### src/rtl/inst_queue.sv
// Instruction buffer between fetch and decode: DEPTH entries tagged with fetch PC, valid/ready on both sides, single-cycle flush.
// Optional macro INST_QUEUE_BYPASS_EN adds a zero-latency combinational path from in_* to out_* when the queue is empty.
module inst_queue #(
    parameter int                 WIDTH    = 16,
    parameter int                 PC_WIDTH = 16,
    parameter int                 DEPTH    = 4,
    parameter logic [WIDTH-1:0]   NOP_INST = 16'h0000
) (
    input  logic                         clock,
    input  logic                         reset,
    input  logic                         flush,
    input  logic                         in_valid,
    output logic                         in_ready,
    input  logic [WIDTH-1:0]             in_inst,
    input  logic [PC_WIDTH-1:0]          in_pc,
    output logic                         out_valid,
    input  logic                         out_ready,
    output logic [WIDTH-1:0]             out_inst,
    output logic [PC_WIDTH-1:0]          out_pc,
    output logic [$clog2(DEPTH):0]       count
);
    localparam int AW = $clog2(DEPTH);
    localparam int CW = AW + 1;

    if (DEPTH < 2 || (DEPTH & (DEPTH - 1)) != 0) begin : g_depth_check
        $error("inst_queue: DEPTH must be a power of two and at least 2");
    end

    logic [WIDTH-1:0]    r_mem_inst [DEPTH];
    logic [PC_WIDTH-1:0] r_mem_pc   [DEPTH];
    logic [AW-1:0]       r_wr_ptr;
    logic [AW-1:0]       r_rd_ptr;
    logic [CW-1:0]       r_count;

    logic w_empty;
    logic w_full;
    logic w_push;
    logic w_pop;
    logic w_bypass;

    assign w_empty = (r_count == '0);
    assign w_full  = (r_count == CW'(DEPTH));

    assign in_ready = !w_full && !flush;
    assign count    = r_count;

`ifdef INST_QUEUE_BYPASS_EN
    // Empty queue with a waiting consumer: hand the instruction straight through, nothing is stored.
    assign w_bypass = w_empty && in_valid && out_ready && !flush;
`else
    assign w_bypass = 1'b0;
`endif

    assign w_push = in_valid && in_ready && !w_bypass;
    assign w_pop  = out_ready && !w_empty && !flush;

    always_comb begin
        out_valid = !w_empty;
        out_inst  = NOP_INST;
        out_pc    = '0;
        if (!w_empty) begin
            out_inst = r_mem_inst[r_rd_ptr];
            out_pc   = r_mem_pc[r_rd_ptr];
        end
`ifdef INST_QUEUE_BYPASS_EN
        else if (in_valid && !flush) begin
            out_valid = 1'b1;
            out_inst  = in_inst;
            out_pc    = in_pc;
        end
`endif
    end

    // Storage carries no reset; contents are only observed once count says they are valid.
    always_ff @(posedge clock) begin
        if (w_push) begin
            r_mem_inst[r_wr_ptr] <= in_inst;
            r_mem_pc[r_wr_ptr]   <= in_pc;
        end
    end

    always_ff @(posedge clock or posedge reset) begin
        if (reset) begin
            r_wr_ptr <= '0;
            r_rd_ptr <= '0;
            r_count  <= '0;
        end else if (flush) begin
            r_wr_ptr <= '0;
            r_rd_ptr <= '0;
            r_count  <= '0;
        end else begin
            if (w_push) begin
                r_wr_ptr <= r_wr_ptr + AW'(1);
            end
            if (w_pop) begin
                r_rd_ptr <= r_rd_ptr + AW'(1);
            end
            case ({w_push, w_pop})
                2'b10:   r_count <= r_count + CW'(1);
                2'b01:   r_count <= r_count - CW'(1);
                default: r_count <= r_count;
            endcase
        end
    end
endmodule

### config.mk
export PLATFORM = sky130hd
export DESIGN_NAME = inst_queue
export DESIGN_NICKNAME = d
export VERILOG_FILES = /design/src/rtl/inst_queue.sv
export SDC_FILE = /design/constraint.sdc
export NUM_CORES = 1
export LEC_CHECK = 0
export CAP_MARGIN = 20
export CELL_PAD_IN_SITES_DETAIL_PLACEMENT = 0
export CELL_PAD_IN_SITES_GLOBAL_PLACEMENT = 1
export CORE_MARGIN = 4
export CORE_UTILIZATION = 42
export CTS_CLUSTER_DIAMETER = 40
export DETAILED_ROUTE_END_ITERATION = 12
export GPL_ROUTABILITY_DRIVEN = 0
export PLACE_DENSITY_LB_ADDON = 0.15
export SLEW_MARGIN = 20
export SYNTH_ARGS = -nofsm -noshare
export SYNTH_HDL_FRONTEND = slang
export SYNTH_SLANG_ARGS = --single-unit
### constraint.sdc
create_clock -name clock -period 2.3 [get_ports clock]
set_input_delay 0.46 -clock clock [delete_from_list [all_inputs] [get_ports clock]]
set_output_delay 0.46 -clock clock [all_outputs]
set_load 0.03 [all_outputs]
==> results of run 1 <==
==> worst paths after layout <==
path                                  start     endpoint  slack, ps
worst max-delay path            r_rd_ptr[0]  out_inst[0]        -70
worst min-delay path                  reset  r_rd_ptr[0]        300
worst max register to register     count[1]     count[1]        430
worst min register to register  r_wr_ptr[0]  r_wr_ptr[0]        620
max in group asynchronous             reset  r_rd_ptr[1]       1760
min in group clock              r_wr_ptr[0]  r_wr_ptr[0]        620
==> stage by stage <==
step	power (uW)	std cells	area, um2	setup WS [ps]
4_1_cts	9090	538	7290	-128
2_1_floorplan	4720	257	5350	150
3_5_place_dp	5820	503	6450	127
3_3_place_gp	5820	503	6450	139
6_report	9130	542	7360	-66.2
5_1_grt	9550	542	7360	-115
==> area by class of cell <==
class / instances / area [um2] / area share [%]
sequential: 135 / 4020 / 54.6
multi-input combinational: 103 / 1320 / 17.9
timing repair buffer: 99 / 1210 / 16.4
clock buffer: 18 / 429 / 5.83
tap: 168 / 210 / 2.85
clock inverter: 14 / 159 / 2.16
inverter: 5 / 18.8 / 0.255
==> power groups by stage <==
| stage | registers, uW | logic (uW) | clock network (uW) |
|---|---|---|---|
| after floorplan | 2980 | 1740 | 0 |
| after global placement | 2960 | 2860 | 0 |
| after detailed placement | 2960 | 2850 | 0 |
| after CTS | 2920 | 3480 | 2700 |
| after global routing | 2920 | 3800 | 2830 |
| final | 2900 | 3590 | 2640 |
==> cells by family (layout without fill, tap and decap cells) <==
| logic type | count (synthesis) | count (layout) | synth area share (%) |
|---|---|---|---|
| flip-flops | 135 | 135 | 75.2 |
| AND/OR/NAND/NOR | 51 | 51 | 5.71 |
| multiplexers | 35 | 35 | 14.1 |
| buffers and inverters | 19 | 136 | 1.78 |
| AO/OA/AOI/OAI | 9 | 9 | 1.26 |
| adder cells (fa/ha/maj) | 5 | 5 | 1.31 |
| XOR/XNOR | 3 | 3 | 0.632 |
==> Yosys cell counts, types with 2 or more instances <==
library cell	count
a21oi_1	2
and2_1	36
buf_2	4
buf_6	2
clkbuf_1	7
dfrtp_1	7
edfxtp_1	128
ha_1	4
inv_1	5
mux4_2	32
nand2b_1	2
nor2_1	6
o21ai_0	2
xor2_1	2
==> worst max-delay path: cells and delay by family, from the launching register on <==
kind	cells	cell delay [ps]
multiplexers	1	550
buffers and inverters	3	400
flip-flops	1	370
AND/OR/NAND/NOR	1	180
==> flip-flops by register name, summed over array words and instances, names as in the netlist <==
register	flops
r_mem_inst	64
r_mem_pc	64
count	3
r_rd_ptr	2
r_wr_ptr	2
==> per-layer routing <==
| layer | global-route usage [%] | vias to the layer above |
|---|---|---|
| met5 | 0 | - |
| met4 | 4.67 | 0 |
| met3 | 4.82 | 6 |
| met2 | 23.5 | 62 |
| met1 | 19.1 | 1373 |
| li1 | - | 1225 |
==> what timing repair did <==
item,4_1_cts,5_1_grt
pin swaps,0,24
buffers inserted,2,2
endpoints found under the setup margin,32,32
cloned,1,3
gates resized for setup,64,0
==> flow_summary_export.csv, run 1 <==
group,metric,value,unit
hold_path,hold_path_class,"in -> async",
finish,postLayoutCoreUtil,60.3,%
logic_synthesis,postSynthAreaPerCell,20.8,um2
routing,avgViaCountPerCell,4.92,
die,dieArea,14600,um2
timing,final-setup-viol-count,24,
finish,n_fill_cell,947,
timing,achievable_freq,0.423,GHz
die,initial_util,43.8,%
cts,clkTransAtPathRegs,50,ps
timing,report.final.slew_viol_count,0,
timing,worst_hold_slack,300,ps
power_and_ir_drop,power.internal,6420,uW
worst_setup_path,worst_path_max_delay_cell,"mux4_2",
logic_synthesis,yosys_warnings,0,
finish,mostFrequentLayoutCell,"edfxtp_1",
timing,final_min_period_over_clock_period,103,%
power_and_ir_drop,leakagePower,0.00255,uW
outcome,outcome,"complete, but fails checks",
worst_setup_path,critical_path_class,"reg -> out",
grt,grt_overflow_total,0,
worst_setup_path,cp_max_fo,6,
grt,grt_start_max_net_pins,34,
finish,syn2layout_area_growth,37.8,%
cts,cts.htree.levels,4,
die,dieWidth,121,um
routing,drt_pre_antenna_iters,4,
routing,initial_drc_count,176,
logic_synthesis,post_synthesis_sequential_area_ratio,75.2,%
finish,layout.cells.most_common_list,"128 x edfxtp_1, 39 x clkdlybuf4s50_1, 32 x mux4_2, 32 x and2_4, 30 x buf_6",
placed_design,hpwl_after_detailed_placement,6120,um
outcome,failed_checks,"setup timing",
logic_synthesis,synth-seq-cells,135,
grt,vias_in_the_first_global_route,2899,
cts,clockRootBuffer,"clkbuf_16",
grt,wire_length_of_the_first_global_routing_pass,15700,um
timing,slew_headroom,76.7,%
routing,route.final.wire_length,10200,um
worst_setup_path,critPathMaxStageDelay,550,ps
timing,period_minus_slack,2370,ps
power_and_ir_drop,pwr-share-clk,28.9,%
grt,gr-usage-all-layers,14.7,%
logic_synthesis,synth_cell_types,32,
finish,layout_cells_sized_above_1,44.1,%
timing,final_critical_path_setup_slack,-66.2,ps
die,die_span_y,121,um
worst_setup_path,worst_path_most_repeated_cell,"buf_12",
timing,finalHoldViolCount,0,
cts,number_of_buffers_created_by_cts,17,
timing,rsz_0062_raised_after_global_routing,"yes",
worst_setup_path,required,1840,ps
finish,num_antenna_cells,0,
logic_synthesis,synth_enable_flop_cells,128,
routing,drc,0,
cts,cts_tree,"built",
power_and_ir_drop,powerDensity,1240,nW/um2
routing,dr.max_layer_used,"met4",
worst_setup_path,endpoint_kind,"output pin",
worst_setup_path,arrival,1910,ps
die,ioPinCount,74,
timing,pin_slew_with_the_least_headroom_to_its_limit,348,ps
power_and_ir_drop,seq_power_share,31.8,%
cts,tritoncts_num_sinks,135,
power_and_ir_drop,switching_power,2720,uW
worst_setup_path,crit_path_launch_type,"flop",
run,timing.max_cap.violations,0,
power_and_ir_drop,power.share.switching,29.7,%
cts,later_pin_clock_latency_in_the_skew_report,400,ps
timing,setup-tns-final,-438,ps
routing,wirelength_met1,4690,um
logic_synthesis,syn-cell-area,5340,um2
logic_synthesis,post_synth_inst_count,257,
logic_synthesis,largest_area_contributor_in_the_netlist,"edfxtp_1",
routing,met2_wirelength,5030,um
die,row_count,40,
routing,met3_length,430,um
routing,detailed_route_via_count,2666,
power_and_ir_drop,maximum_vdd_drop,734,uV
finish,num-nets-final,403,
logic_synthesis,synthArstFlopShare,5.19,%
routing,antenna_violating_nets_post_route,0,
worst_setup_path,worst_r2r_path_depth,7,
logic_synthesis,synth_ff_type,"edfxtp_1",
die,core_footprint,12200,um2
timing,clock-skew-final,4.49,ps
logic_synthesis,synth.net_count,299,
worst_setup_path,crit_path_cell_trace,"buf_12, buf_12, mux4_2, and2_4, buf_12",
logic_synthesis,largest_cells_by_area_after_synthesis,"edfxtp_1 72%, mux4_2 13%, and2_1 4.2%",
routing,detail_route.wl_per_cell,18.9,um
cts,buffers_from_clock_root_to_sink_at_most,2,
placed_design,place.port_buffers,73,
logic_synthesis,post-synth-top-area-fraction,71.9,%
power_and_ir_drop,comb_power_share,39.3,%
grt,antenna_found_initial,0,
cts,cts.hold.buffers_added,0,
(Power assumes the default switching activity.)
==> run 2, diff against run 1 <==
--- a/config.mk
+++ b/config.mk
@@ -8,12 +8,13 @@
 export CAP_MARGIN = 20
 export CELL_PAD_IN_SITES_DETAIL_PLACEMENT = 0
 export CELL_PAD_IN_SITES_GLOBAL_PLACEMENT = 1
+export CORE_ASPECT_RATIO = 0.8
 export CORE_MARGIN = 4
 export CORE_UTILIZATION = 42
 export CTS_CLUSTER_DIAMETER = 40
 export DETAILED_ROUTE_END_ITERATION = 12
 export GPL_ROUTABILITY_DRIVEN = 0
-export PLACE_DENSITY_LB_ADDON = 0.15
+export PLACE_DENSITY = 0.77
 export SLEW_MARGIN = 20
 export SYNTH_ARGS = -nofsm -noshare
 export SYNTH_HDL_FRONTEND = slang
==> run 2 against run 1 <==
Net effect:
- the run still ends with setup timing left
- first-iteration DRC count grew 21%
- worst hold slack lost 13 ps
- sequential share of layout area grew 0.66 points
- wire length grew 1.1%
- clock skew grew 4.2 ps
- worst setup slack gained 1.0 ps
- non-clock buffer count grew 1
- clock power shrank 4%
- fmax is essentially flat
- register-to-register slack lost 140 ps
- combinational power shrank 4%
- flip-flop and latch count is the same
- largest power group unchanged
==> flow_summary_export.csv, run 2 (same netlist as run 1, synthesis figures left out) <==
group,metric,value,unit
outcome,outcome,"complete, but fails checks",
outcome,failed_checks,"setup timing",
timing,finalHoldViolCount,0,
placed_design,pre_cts_slack,71.8,ps
finish,layout_cells_sized_above_1,43.5,%
grt,grt_start_max_net_pins,23,
power_and_ir_drop,leakagePower,0.00252,uW
finish,n_fill_cell,890,
cts,tritoncts_num_sinks,135,
cts,cts.htree.levels,4,
routing,drc,0,
routing,route.final.wire_length,10400,um
cts,cts.hold.buffers_added,0,
finish,num-nets-final,404,
hold_path,hold_path_class,"in -> async",
timing,final-setup-viol-count,32,
cts,buffers_from_clock_root_to_sink_at_most,2,
finish,layout.cells.most_common_list,"128 x edfxtp_1, 39 x clkdlybuf4s50_1, 32 x mux4_2, 32 x and2_4, 31 x buf_6",
finish,num_antenna_cells,0,
timing,clock-skew-final,8.67,ps
cts,cts_tree,"built",
die,dieArea,14600,um2
timing,worst_hold_slack,287,ps
placed_design,postPlaceCellArea,6390,um2
timing,achievable_freq,0.423,GHz
cts,clkTransAtPathRegs,50,ps
grt,wire_length_of_the_first_global_routing_pass,15500,um
routing,drt_pre_antenna_iters,4,
die,row_count,36,
timing,period_minus_slack,2370,ps
power_and_ir_drop,design_power_total,8910,uW
worst_setup_path,worst_r2r_path_depth,7,
placed_design,hpwl_after_detailed_placement,6590,um
worst_setup_path,crit_path_launch_type,"flop",
routing,avgViaCountPerCell,5.00,
die,dieWidth,134,um
grt,vias_in_the_first_global_route,2857,
worst_setup_path,worst-r2r-setup-slack,290,ps
timing,rsz_0062_raised_after_global_routing,"yes",
cts,later_pin_clock_latency_in_the_skew_report,410,ps
die,ioPinCount,74,
die,die_span_y,109,um
grt,antenna_found_initial,0,
routing,detailed_route_via_count,2731,
run,timing.max_cap.violations,0,
power_and_ir_drop,maximum_vdd_drop,740,uV
routing,antenna_violating_nets_post_route,0,
finish,design_area,7280,um2
die,core_footprint,12300,um2
timing,final_critical_path_setup_slack,-65.2,ps
worst_setup_path,worstReg2RegStart,"count[1]",
timing,slew_headroom,77.2,%
worst_setup_path,regToRegEndpoint,"count[1]",
timing,final_min_period_over_clock_period,103,%
placed_design,place.port_buffers,73,
finish,mostFrequentLayoutCell,"edfxtp_1",
worst_setup_path,critical_path.startpoint,"r_rd_ptr[0]",
routing,initial_drc_count,213,
power_and_ir_drop,powerDensity,1220,nW/um2
worst_setup_path,crit_path_end,"out_pc[5]",
routing,detail_route.wl_per_cell,19.0,um
timing,report.final.slew_viol_count,0,
worst_setup_path,arrival,1910,ps
grt,gr-usage-all-layers,14.4,%
finish,syn2layout_area_growth,36.2,%
worst_setup_path,cp_max_fo,6,
die,initial_util,43.5,%
grt,grt_overflow_total,0,
cts,clockRootBuffer,"clkbuf_16",
timing,pin_slew_with_the_least_headroom_to_its_limit,341,ps
worst_setup_path,required,1840,ps
cts,number_of_buffers_created_by_cts,17,
worst_setup_path,critical_path_class,"reg -> out",
worst_setup_path,endpoint_kind,"output pin",
-- run 2: cell count changes in the layout (fill, tap and decap cells not counted), sizes merged --
| cell | previous run | this run |
|---|---|---|
| buf | 57 | 58 |
| bufinv | 3 | 2 |
| clkbuf | 21 | 22 |
| clkinv | 8 | 6 |
| clkinvlp | 3 | 5 |
-- run 2: per-stage QoR --
stage	utilization, %	TNS (ps)	std cells
finish	59.2	-1160	546
global route	59.2	-2980	546
CTS	57.7	-1740	540
detailed placement	52.0	0	508
global placement	52.0	0	508
floorplan	-	0	257
-- run 2: repair_timing --
item / 4_1_cts / 5_1_grt
buffers inserted: 0 / 2
resized for setup: 44 / 21
pin swaps: 0 / 1
cloned: 0 / 4
endpoints found under the setup margin: 32 / 32
-- run 2: worst max-delay path, cell delays in order, from the launching register on --
cell,delay [ps]
dfrtp_2,370
buf_12,150
buf_12,140
mux4_2,530
and2_4,190
buf_12,130
-- run 2: how the worst min path moves through the flow --
| stage | endpoint | depth (start not counted) | start |
|---|---|---|---|
| global route | count[2] | 2 | reset |
| finish | count[0] | 2 | reset |
| global placement | r_wr_ptr[0] | 1 | r_wr_ptr[0] |
| floorplan | count[0] | 1 | reset |
| CTS | count[2] | 2 | reset |
| detailed placement | r_wr_ptr[0] | 1 | r_wr_ptr[0] |
-- run 2: routing by layer --
| metal | share of wire (%) | GRT usage [%] |
|---|---|---|
| met2 | 48 | 22.5 |
| met5 | 0 | 0 |
| met4 | 0.50 | 4.36 |
| met1 | 45 | 19.7 |
| met3 | 6.8 | 4.66 |
-- run 2: final cells by class --
class	instances	area [um2]	share of cell area [%]
tap	171	214	2.94
inverter	5	18.8	0.258
clock inverter	13	133	1.82
sequential	135	4020	55.3
timing repair buffer	100	1140	15.7
multi-input combinational	103	1320	18.1
clock buffer	19	433	5.95
-- run 2: report_power, final --
part | leakage, uW | total, uW | switching, uW | internal, uW
Clock | 0.000260 | 2540 | 955 | 1580
Sequential | 0.00125 | 2930 | 66.9 | 2860
Combinational | 0.00100 | 3440 | 1660 | 1780
Total | 0.00252 | 8910 | 2690 | 6220
==> run 3, diff against run 2 <==
--- a/config.mk
+++ b/config.mk
@@ -5,7 +5,6 @@
 export SDC_FILE = /design/constraint.sdc
 export NUM_CORES = 1
 export LEC_CHECK = 0
-export CAP_MARGIN = 20
 export CELL_PAD_IN_SITES_DETAIL_PLACEMENT = 0
 export CELL_PAD_IN_SITES_GLOBAL_PLACEMENT = 1
 export CORE_ASPECT_RATIO = 0.8
==> results of run 3 <==
No change in the layout: final DEF, timing and power equal those of run 2.
